$ cat config.mk
export PLATFORM = sky130hd
export DESIGN_NAME = vna_scanner_mc
export DESIGN_NICKNAME = d
export VERILOG_FILES = /design/src/rtl/vna_scanner_mc.sv
export SDC_FILE = /design/constraint.sdc
export NUM_CORES = 1
export LEC_CHECK = 0
export ABC_AREA = 0
export CAP_MARGIN = 20
export CELL_PAD_IN_SITES_DETAIL_PLACEMENT = 1
export CELL_PAD_IN_SITES_GLOBAL_PLACEMENT = 1
export CORE_MARGIN = 1.5
export CORE_UTILIZATION = 38
export CTS_CLUSTER_SIZE = 14
export DETAILED_ROUTE_END_ITERATION = 8
export PLACE_DENSITY_LB_ADDON = 0.05
export SKIP_CTS_REPAIR_TIMING = 1
export SLEW_MARGIN = 30
export SYNTH_ARGS = -nofsm -noshare
export SYNTH_HDL_FRONTEND = slang
export SYNTH_SLANG_ARGS = --single-unit
export TNS_END_PERCENT = 10
$ cat constraint.sdc
create_clock -name clk -period 12.8 [get_ports clk]
set_clock_uncertainty 0.1 [all_clocks]
set_input_delay 2.56 -clock clk [delete_from_list [all_inputs] [get_ports clk]]
set_output_delay 2.56 -clock clk [all_outputs]
set_load 0.02 [all_outputs]
$ cat src/rtl/vna_scanner_mc.sv
// VNA scan sequencer: steps the Tx/Rx NCO word per point, waits out the settle time,
// then averages 2**AVG_LOG2 valid cordic samples per channel into one fixed-rate output slot.
module vna_scanner_mc #(
    parameter int NCH             = 2,
    parameter int IN_W            = 18,
    parameter int OUT_W           = 24,
    parameter int AVG_LOG2        = 10,
    parameter int CLKS_PER_SAMPLE = 9600,
    parameter int SETTLE_CLKS     = 4096
) (
    input  logic                 clk,
    input  logic                 rst_n,
    input  logic                 vna,
    input  logic                 scan_start,
    input  logic                 continuous,
    input  logic [31:0]          freq_start,
    input  logic [31:0]          freq_delta,
    input  logic [31:0]          rx_freq_in,
    input  logic [15:0]          vna_count,
    input  logic                 in_valid,
    input  logic [NCH*IN_W-1:0]  cordic_data_I,
    input  logic [NCH*IN_W-1:0]  cordic_data_Q,
    output logic [31:0]          tx_freq,
    output logic [31:0]          rx_phase,
    output logic [1:0]           tx_zero,
    output logic                 output_strobe,
    output logic [NCH*OUT_W-1:0] out_data_I,
    output logic [NCH*OUT_W-1:0] out_data_Q,
    output logic [15:0]          out_index,
    output logic                 out_marker,
    output logic                 out_short,
    output logic                 scan_done
);
    localparam int ACC_W = IN_W + AVG_LOG2;
    localparam int CNT_W = $clog2(CLKS_PER_SAMPLE);
    localparam int SMP_W = AVG_LOG2 + 1;
    localparam logic [CNT_W-1:0] SLOT_LAST = CNT_W'(CLKS_PER_SAMPLE - 1);
    localparam logic [CNT_W-1:0] SETTLE    = CNT_W'(SETTLE_CLKS);
    localparam logic [SMP_W-1:0] SMP_FULL  = {1'b1, {AVG_LOG2{1'b0}}};

    typedef enum logic [2:0] {IDLE, PC_SCAN, STARTUP, SLOT, HOLD} state_t;
    state_t state, state_nxt;

    logic [CNT_W-1:0]        slot_cnt;
    logic [15:0]             pt_idx, pt_idx_nxt, sh_count;
    logic [31:0]             sh_start, sh_delta, tx_nxt, rx_nxt;
    logic [SMP_W-1:0]        smp_cnt, smp_nxt;
    logic                    slot_end, last_pt, sample_en, start_slot, load_sh, emit;
    logic signed [ACC_W-1:0] acc_i_p0 [NCH];
    logic signed [ACC_W-1:0] acc_q_p0 [NCH];
    logic signed [ACC_W-1:0] acc_i_nxt [NCH];
    logic signed [ACC_W-1:0] acc_q_nxt [NCH];

    function automatic logic signed [ACC_W-1:0] sext(input logic signed [IN_W-1:0] x);
        return ACC_W'(x);
    endfunction

    // Truncating divide by 2**(ACC_W-OUT_W): keep the top OUT_W bits.
    function automatic logic [OUT_W-1:0] trunc_out(input logic signed [ACC_W-1:0] a);
        return a[ACC_W-1 -: OUT_W];
    endfunction

    always_ff @(posedge clk) begin
        if (!rst_n) state <= IDLE;
        else        state <= state_nxt;
    end

    always_comb begin
        slot_end   = (state == SLOT) && (slot_cnt == SLOT_LAST);
        last_pt    = (pt_idx == sh_count);
        sample_en  = (state == SLOT) && (slot_cnt >= SETTLE) && in_valid && (smp_cnt < SMP_FULL);
        smp_nxt    = smp_cnt + SMP_W'(sample_en);
        emit       = vna && slot_end;
        for (int c = 0; c < NCH; c++) begin
            acc_i_nxt[c] = acc_i_p0[c] + (sample_en ? sext(cordic_data_I[c*IN_W +: IN_W]) : '0);
            acc_q_nxt[c] = acc_q_p0[c] + (sample_en ? sext(cordic_data_Q[c*IN_W +: IN_W]) : '0);
        end

        state_nxt  = state;
        tx_nxt     = tx_freq;
        rx_nxt     = rx_phase;
        pt_idx_nxt = pt_idx;
        start_slot = 1'b0;
        load_sh    = 1'b0;
        if (!vna) begin
            state_nxt = IDLE;
            tx_nxt    = freq_start;
            rx_nxt    = rx_freq_in;
        end else begin
            unique case (state)
                IDLE, HOLD: begin
                    if (vna_count == 16'd0) begin
                        state_nxt = PC_SCAN;
                    end else if (continuous || scan_start) begin
                        state_nxt = STARTUP;
                        tx_nxt    = '0;
                        rx_nxt    = '0;
                    end
                end
                PC_SCAN: begin
                    tx_nxt = freq_start;
                    rx_nxt = freq_start;
                    if (vna_count != 16'd0) state_nxt = IDLE;
                end
                STARTUP: begin
                    state_nxt  = SLOT;
                    load_sh    = 1'b1;
                    start_slot = 1'b1;
                    pt_idx_nxt = '0;
                    tx_nxt     = freq_start;
                    rx_nxt     = freq_start;
                end
                SLOT: begin
                    if (slot_end) begin
                        start_slot = 1'b1;
                        if (last_pt) begin
                            pt_idx_nxt = '0;
                            // Back-to-back restart skips STARTUP, so the NCO phase is not re-zeroed.
                            if (continuous) begin
                                load_sh = 1'b1;
                                tx_nxt  = freq_start;
                                rx_nxt  = freq_start;
                            end else begin
                                state_nxt = HOLD;
                            end
                        end else begin
                            pt_idx_nxt = pt_idx + 16'd1;
                            tx_nxt     = (pt_idx == 16'd0) ? sh_start : tx_freq + sh_delta;
                            rx_nxt     = tx_nxt;
                        end
                    end
                end
                default: state_nxt = IDLE;
            endcase
        end
    end

    // Stage p0: accumulate; result registered on the slot's last clock.
    always_ff @(posedge clk) begin
        if (!rst_n) begin
            tx_freq       <= '0;
            rx_phase      <= '0;
            tx_zero       <= '0;
            output_strobe <= 1'b0;
            scan_done     <= 1'b0;
            out_data_I    <= '0;
            out_data_Q    <= '0;
            out_index     <= '0;
            out_marker    <= 1'b0;
            out_short     <= 1'b0;
            pt_idx        <= '0;
            slot_cnt      <= '0;
            smp_cnt       <= '0;
            sh_start      <= '0;
            sh_delta      <= '0;
            sh_count      <= '0;
            for (int c = 0; c < NCH; c++) begin
                acc_i_p0[c] <= '0;
                acc_q_p0[c] <= '0;
            end
        end else begin
            tx_freq       <= tx_nxt;
            rx_phase      <= rx_nxt;
            tx_zero       <= {tx_nxt[31:16] == 16'd0, tx_nxt[15:0] == 16'd0};
            pt_idx        <= pt_idx_nxt;
            output_strobe <= emit;
            scan_done     <= emit && last_pt;
            if (load_sh) begin
                sh_start <= freq_start;
                sh_delta <= freq_delta;
                sh_count <= vna_count;
            end
            if (start_slot || !vna) begin
                slot_cnt <= '0;
                smp_cnt  <= '0;
                for (int c = 0; c < NCH; c++) begin
                    acc_i_p0[c] <= '0;
                    acc_q_p0[c] <= '0;
                end
            end else if (state == SLOT) begin
                slot_cnt <= slot_cnt + CNT_W'(1);
                smp_cnt  <= smp_nxt;
                for (int c = 0; c < NCH; c++) begin
                    acc_i_p0[c] <= acc_i_nxt[c];
                    acc_q_p0[c] <= acc_q_nxt[c];
                end
            end
            if (emit) begin
                out_index  <= pt_idx;
                out_marker <= (pt_idx == 16'd0);
                out_short  <= (pt_idx != 16'd0) && (smp_nxt < SMP_FULL);
                for (int c = 0; c < NCH; c++) begin
                    out_data_I[c*OUT_W +: OUT_W] <= (pt_idx == 16'd0) ? '0 : trunc_out(acc_i_nxt[c]);
                    out_data_Q[c*OUT_W +: OUT_W] <= (pt_idx == 16'd0) ? '0 : trunc_out(acc_q_nxt[c]);
                end
            end
        end
    end
endmodule

# After elaboration in Yosys (flattened, before gate mapping)
# Memory sizes are Yosys's and may differ from the RTL's.
# Cells that the tools add are included.
# W data, S select, Z words.
# totals
word_cells	137
register_bits	306
input_bits	190
mem_count	2
out_inout_bits	182
ramBits	112
# op_classes
addsub	8
muxes	57
n_bitwise	9
eq_ne	16
n_reduce_logical	25
order_cmp	3
# mem_list
name	depth	word_bits	rd	rd_clocked_by_memory_dff	write_ports	line_no	rtl
acc_i_p0	2	28	2	0	2	49	logic signed [ACC_W-1:0] acc_i_p0 [NCH];
acc_q_p0	2	28	2	0	2	50	logic signed [ACC_W-1:0] acc_q_p0 [NCH];
# op_table
operator	n
$mux W32	13
$mux W28	12
$pmux W32 S3	2
$add A28 B28 Y28	4
$mux W24	4
$logic_not A16 Y1	4
$add A32 B32 Y32	1
$mux W16	2
$pmux W16 S2	1
$reduce_bool A16 Y1	2
$lt A11 B11 Y1 const B	2
$mux W3	6
$add A16 B1 Y16 const B	1
$eq A16 B16 Y1	1
$add A14 B1 Y14 const B	1
$eq A14 B14 Y1 const B	1
$ge A14 B13 Y1 const B	1
$mux W1	14
$ne A3 B3 Y1 const B	4
$pmux W3 S4	1
$add A11 B1 Y11	1
$reduce_and A5 Y1	2
$ne A2 B2 Y1 const B	4
$or A1 B1 Y1	8
15 further kinds	26

# Logic depth before layout (Yosys ltp)
# Gate-level depths: netlist (run 1).
# logic_depth
word_depth	11
ltp_mapped	20
ltp_nobuf	18

# Least setup slack after synthesis (run 1)
# Ideal clock, no wire load.
# synth_timing
path_kind	in2reg
start	input port vna
end	memory acc_i_p0[0][0] (netlist name) (enable)
t_arrival_ns	6.527
path_slack_ns	4.888
path_stages	6
n_path_buf	5
t_required_ns	11.414
setup_ns	1.286
path_cell_list	clkbuf_1 buf_1 clkbuf_1 clkbuf_1 clkbuf_1 nand3_1
# synth_lines
element	line_no	rtl
start, declared	13	input logic vna,
end, declared	49	

==> metrics.cfg, run 1 <==
[drt]
drt-total-wl_um = 89000
postRouteAntennaNets = 0
vias = 22900
drtPass1Iterations = 5
first_iter_violations = 1249
drc = 0
routed_wire_length_per_instance_um = 21.8
routed_via_density = 5.60

[final_layout]
layout_common_cells = 391 x nor2_1, 375 x nand2_1, 368 x clkdlybuf4s50_1
post_route_cells_drive_above_1_share_pct = 5.31
finish.net_count = 3535
utilization_pct = 49.0
mostFrequentLayoutCell = nor2_1
post-route-cell-area_sq_mm = 0.0304
layout.cells.non_filler = 4079
area_growth_syn_to_layout_pct = 26.6

[placement]
place.detailed.instances = 3978
port_buffers = 371
detailed_place.area_sq_mm = 0.0285
post_detailed_placement_half_perimeter_wirelength_um = 63300
last_weighted_congestion_value_of_the_routability_driven_placer = 0.920
minimum_setup_slack_after_placement_ns = 5.48

[synth]
post-synth-top-area-fraction_pct = 25.5
yosysWarnings = 0
synth_cell_type_count = 92
synth_edf_count = 112
flip_flop_and_latch_count_after_synthesis = 418
post_synth_inst_count = 2881
yosys_most_used_dff = dfxtp_1
synth_sequential_area_ratio_pct = 39.5
ys_top_cells_by_area = dfxtp_1 26%, edfxtp_1 14%, ha_1 7.5%, a21oi_1 7.0%, nor2_1 6.2%
post_synth_top_area_cell = dfxtp_1
mappedNetlistArea_sq_mm = 0.0240
synth_async_sr_flop_share_pct = 0
postSynthNetCount = 3220
synthesis.area_per_instance_sq_um = 8.33

[setup_path]
critPathCaptureType = flop
critPathArrivalTime_ns = 6.89
critPathLaunchType = input pin
required_ns = 13.01
crit_path_start = in_valid
timing.rr.start = state[1]
criticalPathCategory = in2reg
cp_max_fo = 45
r2r_slack_ns = 7.56

[sta]
final_hold_viol_count = 0
achievable-frequency_mhz = 150
whs_ns = 0.354
relSlewSlack_pct = 34.5
rsz_0062_raised_after_global_routing = false
setup_total_negative_slack_ns = 0
min_period_over_period_pct = 52.2
fin_crit_ns = 6.68
tightestPinTransition_ns = 0.983
slew_violations = 0
finalSetupViolations = 0
post-route-worst-setup-slack_ns = 6.12

[die]
pin_count = 372
initial_utilization_pct = 38.7
die_w_um = 254
die_area_sq_mm = 0.0647
cell_row_count = 91
placeableCoreArea_sq_mm = 0.0621
floorplan.die.height_um = 254

[clock_tree]
clock_pin_slew_worst_setup_and_hold_paths_ns = 0.06
cts_tree = done
insertion_delay_ns = 0.60
clock_tree.root_cell = clkbuf_16
htree_num_levels = 2
numClockSinks = 418
max-clock-path-buffers = 3
numCtsBuffers = 52

[worst_hold_path]
hold_path_class = reg2reg
start_point_of_the_worst_min_delay_path = out_data_I[19]

[global_route]
grt_remaining_overflow = 0
grt_antenna_before_repair = 3
grt_start_max_net_pins = 83
globalRouteTotalUtil_pct = 27.1
vias_in_the_first_global_route = 24100
grt_pass1_wl_um = 137000

[power]
static-leakage-power_nw = 11.7
peakVddDrop_mv = 0.0921
p_per_area_mw_per_mm2 = 114
fin_total_pwr_mw = 3.46

[run_status]
run_status = complete, no violations

[job]
cap_viol_max_count = 0

-- layout make-up --
| cell class | count | area [sq um] |
|---|---|---|
| Tap cell | 837 | 1050 |
| Clock buffer | 71 | 1540 |
| Fill cell | 7280 | 31700 |
| Inverter | 48 | 185 |
| Multi-Input combinational cell | 2272 | 13800 |
| Sequential cell | 418 | 9490 |
| Clock inverter | 25 | 305 |
| Antenna cell | 4 | 10.0 |
| Timing Repair Buffer | 404 | 3960 |
-- cells by family (layout without fill, tap and decap cells) --
logic type / Yosys count / after routing / share of synthesized area, %
compound gates: 812 / 812 / 21.2
xor+xnor: 166 / 166 / 6.06
fa+ha+maj: 149 / 149 / 7.92
buf+inv: 191 / 548 / 3.11
flops: 418 / 418 / 39.5
mux: 23 / 23 / 0.975
other cells: 0 / 4 / 0
simple gates: 1122 / 1122 / 21.2
-- where the power goes --
part | internal (mW) | switching, mW
Sequential | 1.40 | 0.0292
Clock | 0.980 | 0.617
Combinational | 0.174 | 0.264
-- synth_stat cells, types with 6 or more instances --
library cell  count
nand2b_1         24
a31oi_1          16
o31ai_1           7
a22o_1           13
a211oi_1         25
a211o_1           7
buf_1            12
o22ai_1          10
dfxtp_1         306
o21ai_0         129
xor2_1          100
a221o_1           6
o211ai_1         30
nor2_1          394
ha_1            144
nand3_1          50
nand4_1          24
or3_1            12
mux2i_1          20
xnor2_1          66
nand2_1         377
inv_1            46
a221oi_1         19
nor2b_1          24
buf_2            12
or4_1             6
and3_1           17
and4_1            6
or2_2             9
o21ai_1          18
o21bai_1         13
o21a_1           23
clkbuf_1        117
and2_1           94
a22oi_1          20
edfxtp_1        112
nor3_1           41
a21oi_1         337
a21o_1           57
nor4_1           14
o221ai_1         14
o31a_1            9
-- flip-flops by register name, indices dropped and copies added (netlist names) --
| register | flops |
|---|---|
| sh_count | 16 |
| sh_start | 32 |
| tx_freq | 32 |
| tx_zero | 2 |
| out_short | 1 |
| pt_idx | 16 |
| sh_delta | 32 |
| smp_cnt | 11 |
| output_strobe | 1 |
| slot_cnt | 14 |
| scan_done | 1 |
| state | 3 |
| out_index | 16 |
| out_data_I | 48 |
| rx_phase | 32 |
| out_marker | 1 |
| out_data_Q | 48 |
| acc_q_p0 | 56 |
| acc_i_p0 | 56 |
-- per-layer routing --
layer / up-vias / track usage (%) / share of wire (%)
met2: 552 / 47.8 / 49
met5: - / 0 / 0
met1: 11300 / 33.4 / 43
li1: 10900 / - / -
met4: 0 / 10.0 / 3.4
met3: 150 / 4.03 / 4.7
-- critical path, stage by stage --
cell and delay [ns]:
clkdlybuf4s50_1 0.45, nor4b_2 0.23, buf_4 0.44, and2_1 0.21
ha_1 0.19, inv_1 0.08, fa_1 0.43, nand2b_1 0.18
a211oi_1 0.28, o211a_1 0.22, o21ai_1 0.14, o311a_1 0.40
o221ai_1 0.28, o21ai_1 0.19, o21a_1 0.24, o21bai_1 0.16
xnor2_1 0.14, nor2_1 0.05
-- worst paths after layout --
check,to,depth (start not counted)
setup / recovery,acc_i_p0[0][54],18
hold / removal,out_data_I[19],2
setup reg to reg,acc_i_p0[0][54],19
hold reg to reg,out_data_I[19],2
(Power assumes the default switching activity.)
==> run 2: changes to the inputs <==
--- a/config.mk
+++ b/config.mk
@@ -10,7 +10,7 @@
 export CELL_PAD_IN_SITES_DETAIL_PLACEMENT = 1
 export CELL_PAD_IN_SITES_GLOBAL_PLACEMENT = 1
 export CORE_MARGIN = 1.5
-export CORE_UTILIZATION = 38
+export CORE_UTILIZATION = 37
 export CTS_CLUSTER_SIZE = 14
 export DETAILED_ROUTE_END_ITERATION = 8
 export PLACE_DENSITY_LB_ADDON = 0.05
==> constraint.sdc (replaced) <==
create_clock -name clk -period 5.6 [get_ports clk]
set_clock_uncertainty 0.1 [all_clocks]
set_input_delay 1.12 -clock clk [delete_from_list [all_inputs] [get_ports clk]]
set_output_delay 1.12 -clock clk [all_outputs]
set_load 0.02 [all_outputs]
==> metrics.cfg, run 2 (synthesis gave the netlist of run 1 again) <==
[drt]
first_iter_violations = 1113
drt-total-wl_um = 90500
drc = 0
postRouteAntennaNets = 0
vias = 22900
routed_wire_length_per_instance_um = 22.0
drtPass1Iterations = 5
routed_via_density = 5.56

[global_route]
grt_remaining_overflow = 0
globalRouteTotalUtil_pct = 26.7
grt_start_max_net_pins = 82
vias_in_the_first_global_route = 24200
grt_antenna_before_repair = 6
grt_pass1_wl_um = 141000

[power]
static-leakage-power_nw = 11.8
internal-power_mw = 5.58
comb_power_share_pct = 13.3
peakVddDrop_mv = 0.274
p_per_area_mw_per_mm2 = 251
switchingPower_mw = 2.05
pwr-share-seq_pct = 42.8
p_clk_share_pct = 43.9
power_switching_share_pct = 26.9
fin_total_pwr_mw = 7.62

[final_layout]
post_route_cells_drive_above_1_share_pct = 5.53
top_regs = acc_i_p0 (56), acc_q_p0 (56)
fill_cells = 7585
mostFrequentLayoutCell = nor2_1
layout_common_cells = 391 x nor2_1, 375 x nand2_1, 369 x clkdlybuf4s50_1
area_growth_syn_to_layout_pct = 26.8
post-route-cell-area_sq_mm = 0.0304
finish.net_count = 3553
utilization_pct = 47.4

[placement]
post_detailed_placement_half_perimeter_wirelength_um = 66900
port_buffers = 371
last_weighted_congestion_value_of_the_routability_driven_placer = 0.913
minimum_setup_slack_after_placement_ns = -0.0397
detailed_place.area_sq_mm = 0.0287

[die]
initial_utilization_pct = 37.4
die_w_um = 258
pin_count = 372
placeableCoreArea_sq_mm = 0.0642
die_area_sq_mm = 0.0664
floorplan.die.height_um = 258
cell_row_count = 93

[sta]
final_hold_viol_count = 0
whs_ns = 0.350
post-route-worst-setup-slack_ns = 0.597
rsz_0062_raised_after_global_routing = false
relSlewSlack_pct = 31.2
min_period_over_period_pct = 89.3
achievable-frequency_mhz = 200
finalSetupViolations = 0
tightestPinTransition_ns = 1.03
fin_crit_ns = 5.00
slew_violations = 0

[worst_hold_path]
hold_path_class = reg2reg

[clock_tree]
htree_num_levels = 2
numClockSinks = 418
clock_pin_slew_worst_setup_and_hold_paths_ns = 0.06
max-clock-path-buffers = 3
cts_tree = done
numCtsBuffers = 51
clock_tree.root_cell = clkbuf_16
insertion_delay_ns = 0.61

[job]
cap_viol_max_count = 0

[setup_path]
criticalPathCategory = in2reg
critPathLaunchType = input pin
critPathCaptureType = flop
required_ns = 5.85
critPathArrivalTime_ns = 5.25
cp_max_fo = 29

[run_status]
run_status = complete, no violations

[run 2: routing by layer]
layer	track usage [%]	up-vias	part of all wire [%]
met5	0	-	0
met4	8.45	0	3.1
met3	3.79	140	4.4
met2	47.9	541	50
met1	32.8	11300	43
li1	-	10900	-
[run 2: metrics by stage]
step | cells | setup TNS, ns
after global routing | 4110 | 0
after global placement | 4014 | 0
after CTS | 4107 | 0
final | 4112 | 0
after detailed placement | 4014 | -0.0397
after floorplan | 2881 | 0
[run 2: critical path, stage by stage]
cell             delay [ns]
clkdlybuf4s50_1        0.50
nor4b_2                0.32
buf_12                 0.20
buf_12                 0.20
and2_1                 0.15
ha_1                   0.25
nor2b_1                0.17
o21ai_0                0.24
a221oi_1               0.16
a311oi_1               0.57
a211oi_1               0.18
o31ai_1                0.33
nand2b_1               0.09
a21oi_1                0.27
o21ai_1                0.14
xnor2_1                0.26
nor2_1                 0.07
[run 2: power by group through the flow]
stage	logic, mW	registers (mW)	clock network (mW)
detailed placement	1.01	3.33	0
finish	1.01	3.26	3.35
global placement	0.987	3.33	0
CTS	1.01	3.26	3.43
floorplan	0.504	3.35	0
global route	1.09	3.27	3.54
[run 2: layout make-up]
class | instances | area, sq um | area share (%)
Antenna cell | 3 | 7.51 | 0.0247
Clock buffer | 79 | 1540 | 5.07
Clock inverter | 14 | 133 | 0.436
Inverter | 48 | 185 | 0.609
Multi-Input combinational cell | 2272 | 13800 | 45.5
Sequential cell | 418 | 9490 | 31.2
Tap cell | 855 | 1070 | 3.52
Timing Repair Buffer | 423 | 4160 | 13.7
[run 2: path summary, 6_finish.rpt]
kind | slack [ns] | cells after the start | start | end
max reg2reg | 0.66 | 18 | state[1] | acc_i_p0[0][26]
min | 0.35 | 2 | out_index[3] | out_index[3]
min reg2reg | 0.35 | 2 | out_index[3] | out_index[3]
max | 0.60 | 17 | in_valid | acc_i_p0[0][26]
==> run 3: changes to the inputs <==
--- a/config.mk
+++ b/config.mk
@@ -13,7 +13,7 @@
 export CORE_UTILIZATION = 37
 export CTS_CLUSTER_SIZE = 14
 export DETAILED_ROUTE_END_ITERATION = 8
-export PLACE_DENSITY_LB_ADDON = 0.05
+export PLACE_DENSITY = 0.8
 export SKIP_CTS_REPAIR_TIMING = 1
 export SLEW_MARGIN = 30
 export SYNTH_ARGS = -nofsm -noshare
==> metrics.cfg, run 3 (synthesis gave the netlist of run 1 again) <==
[job]
cap_viol_max_count = 0

[drt]
drtPass1Iterations = 7
first_iter_violations = 1462
postRouteAntennaNets = 0
drc = 0
drt-total-wl_um = 90200
routed_wire_length_per_instance_um = 21.9
vias = 23300
routed_via_density = 5.66

[power]
power_switching_share_pct = 26.9
p_per_area_mw_per_mm2 = 250
switchingPower_mw = 2.05
p_clk_share_pct = 44.0
static-leakage-power_nw = 11.8
peakVddDrop_mv = 0.226
comb_power_share_pct = 13.2
internal-power_mw = 5.57
pwr-share-seq_pct = 42.9

[global_route]
globalRouteTotalUtil_pct = 26.5
global_route.usage.met3_pct = 3.99
grtUsageMet1_pct = 32.0
grt_remaining_overflow = 0
grt_antenna_before_repair = 3
grt_start_max_net_pins = 143
grt_use_met2_pct = 46.8
grt_pass1_wl_um = 141000
vias_in_the_first_global_route = 24900
global_route.peak_usage_layer = met2

[placement]
port_buffers = 371
post_detailed_placement_half_perimeter_wirelength_um = 65400
last_weighted_congestion_value_of_the_routability_driven_placer = 0.966
minimum_setup_slack_after_placement_ns = -0.0783

[clock_tree]
clock_pin_slew_worst_setup_and_hold_paths_ns = 0.06
numClockSinks = 418
insertion_delay_ns = 0.59
numCtsBuffers = 49
htree_num_levels = 2
clock_tree.root_cell = clkbuf_16
cts_tree = done
max-clock-path-buffers = 3

[sta]
finalSetupViolations = 0
achievable-frequency_mhz = 196
relSlewSlack_pct = 34.4
tightestPinTransition_ns = 0.981
min_period_over_period_pct = 91.1
slew_violations = 0
fin_crit_ns = 5.10
setup_total_negative_slack_ns = 0
final_hold_viol_count = 0
post-route-worst-setup-slack_ns = 0.501
rsz_0062_raised_after_global_routing = false

[setup_path]
critPathLaunchType = input pin
cp_max_fo = 29
criticalPathCategory = in2reg
critPathArrivalTime_ns = 5.30
critical_path.cell_chain = clkdlybuf4s50_1 -> nor4b_2 -> buf_12 -> buf_4 -> and2_1 -> ha_1 -> nor2b_1 -> o21ai_0 -> a221oi_1 -> a311oi_1 -> a211oi_1 -> o31ai_1 -> nand2b_1 -> a21oi_1 -> o21ai_1 -> xnor2_1 -> nor2_1
required_ns = 5.80
critPathCaptureType = flop
critical_path.slowest_cell = clkdlybuf4s50_1
worst_path_largest_cell_delay_ns = 0.52

[die]
placeableCoreArea_sq_mm = 0.0642
pin_count = 372
floorplan.die.height_um = 258
initial_utilization_pct = 37.4
die_area_sq_mm = 0.0664
cell_row_count = 93
die_w_um = 258

[final_layout]
top_regs = acc_i_p0 (56), acc_q_p0 (56)
layout_common_cells = 391 x nor2_1, 375 x nand2_1, 368 x clkdlybuf4s50_1
finish.net_count = 3564
area_growth_syn_to_layout_pct = 27.1
post_route_cells_drive_above_1_share_pct = 6.18
mostFrequentLayoutCell = nor2_1

[worst_hold_path]
hold_path_class = reg2reg

[run_status]
run_status = complete, no violations

-- run 3: cell types whose count changed in the layout (fill, tap and decap cells not counted), moves of 2 or more --
| cell | change |
|---|---|
| buf_4 | +13 |
| clkinvlp_4 | +5 |
| clkbuf_1 | -4 |
| clkbuf_8 | -3 |
| bufinv_16 | +2 |
| clkbuf_16 | -2 |
| clkinv_1 | -2 |
| clkinv_2 | +2 |
| clkinv_4 | +2 |
-- run 3: cell type report --
type	instances	area, sq um
Inverter	48	185
Fill cell	7518	33700
Tap cell	855	1070
Antenna cell	2	5.00
Sequential cell	418	9490
Clock inverter	22	234
Clock buffer	70	1440
Multi-Input combinational cell	2272	13900
Timing Repair Buffer	436	4240
-- run 3: worst paths after layout --
check	depth (start not counted)	to	slack, ns	startpoint
worst max register to register	18	acc_i_p0[0][26]	0.53	state[1]
worst max-delay path	17	acc_i_p0[0][26]	0.50	in_valid
worst min register to register	2	out_index[4]	0.35	out_index[4]
worst min-delay path	2	out_index[4]	0.35	out_index[4]
-- run 3: power by group through the flow --
stage / Clock [mW] / Combinational [mW] / Sequential (mW)
floorplan: 0 / 0.504 / 3.35
global placement: 0 / 0.964 / 3.32
detailed placement: 0 / 0.990 / 3.33
CTS: 3.42 / 0.999 / 3.26
global route: 3.53 / 1.08 / 3.27
finish: 3.35 / 1.00 / 3.27
-- run 3: per-stage QoR --
step	total power, mW	instance area, sq um	cells	hold WS, ns	util [%]
global placement	4.29	28800	4029	0.337	44.9
CTS	7.68	30500	4121	0.356	47.5
detailed placement	4.32	28800	4029	0.347	44.9
finish	7.62	30500	4123	0.353	47.5
floorplan	3.85	24000	2881	0.333	-
global route	7.88	30500	4123	0.378	47.5
-- run 3: routing by layer --
metal,up-vias,routed length [um]
met3,191,4570
met1,11500,37700
li1,10900,-
met5,-,17
met2,699,44400
met4,2,3530
-- run 3: critical path: cells and delay by family --
kind / cells / cell delay, ns
fa+ha+maj: 1 / 0.26
buf+inv: 3 / 0.99
xor+xnor: 1 / 0.21
compound gates: 7 / 1.87
simple gates: 5 / 0.82
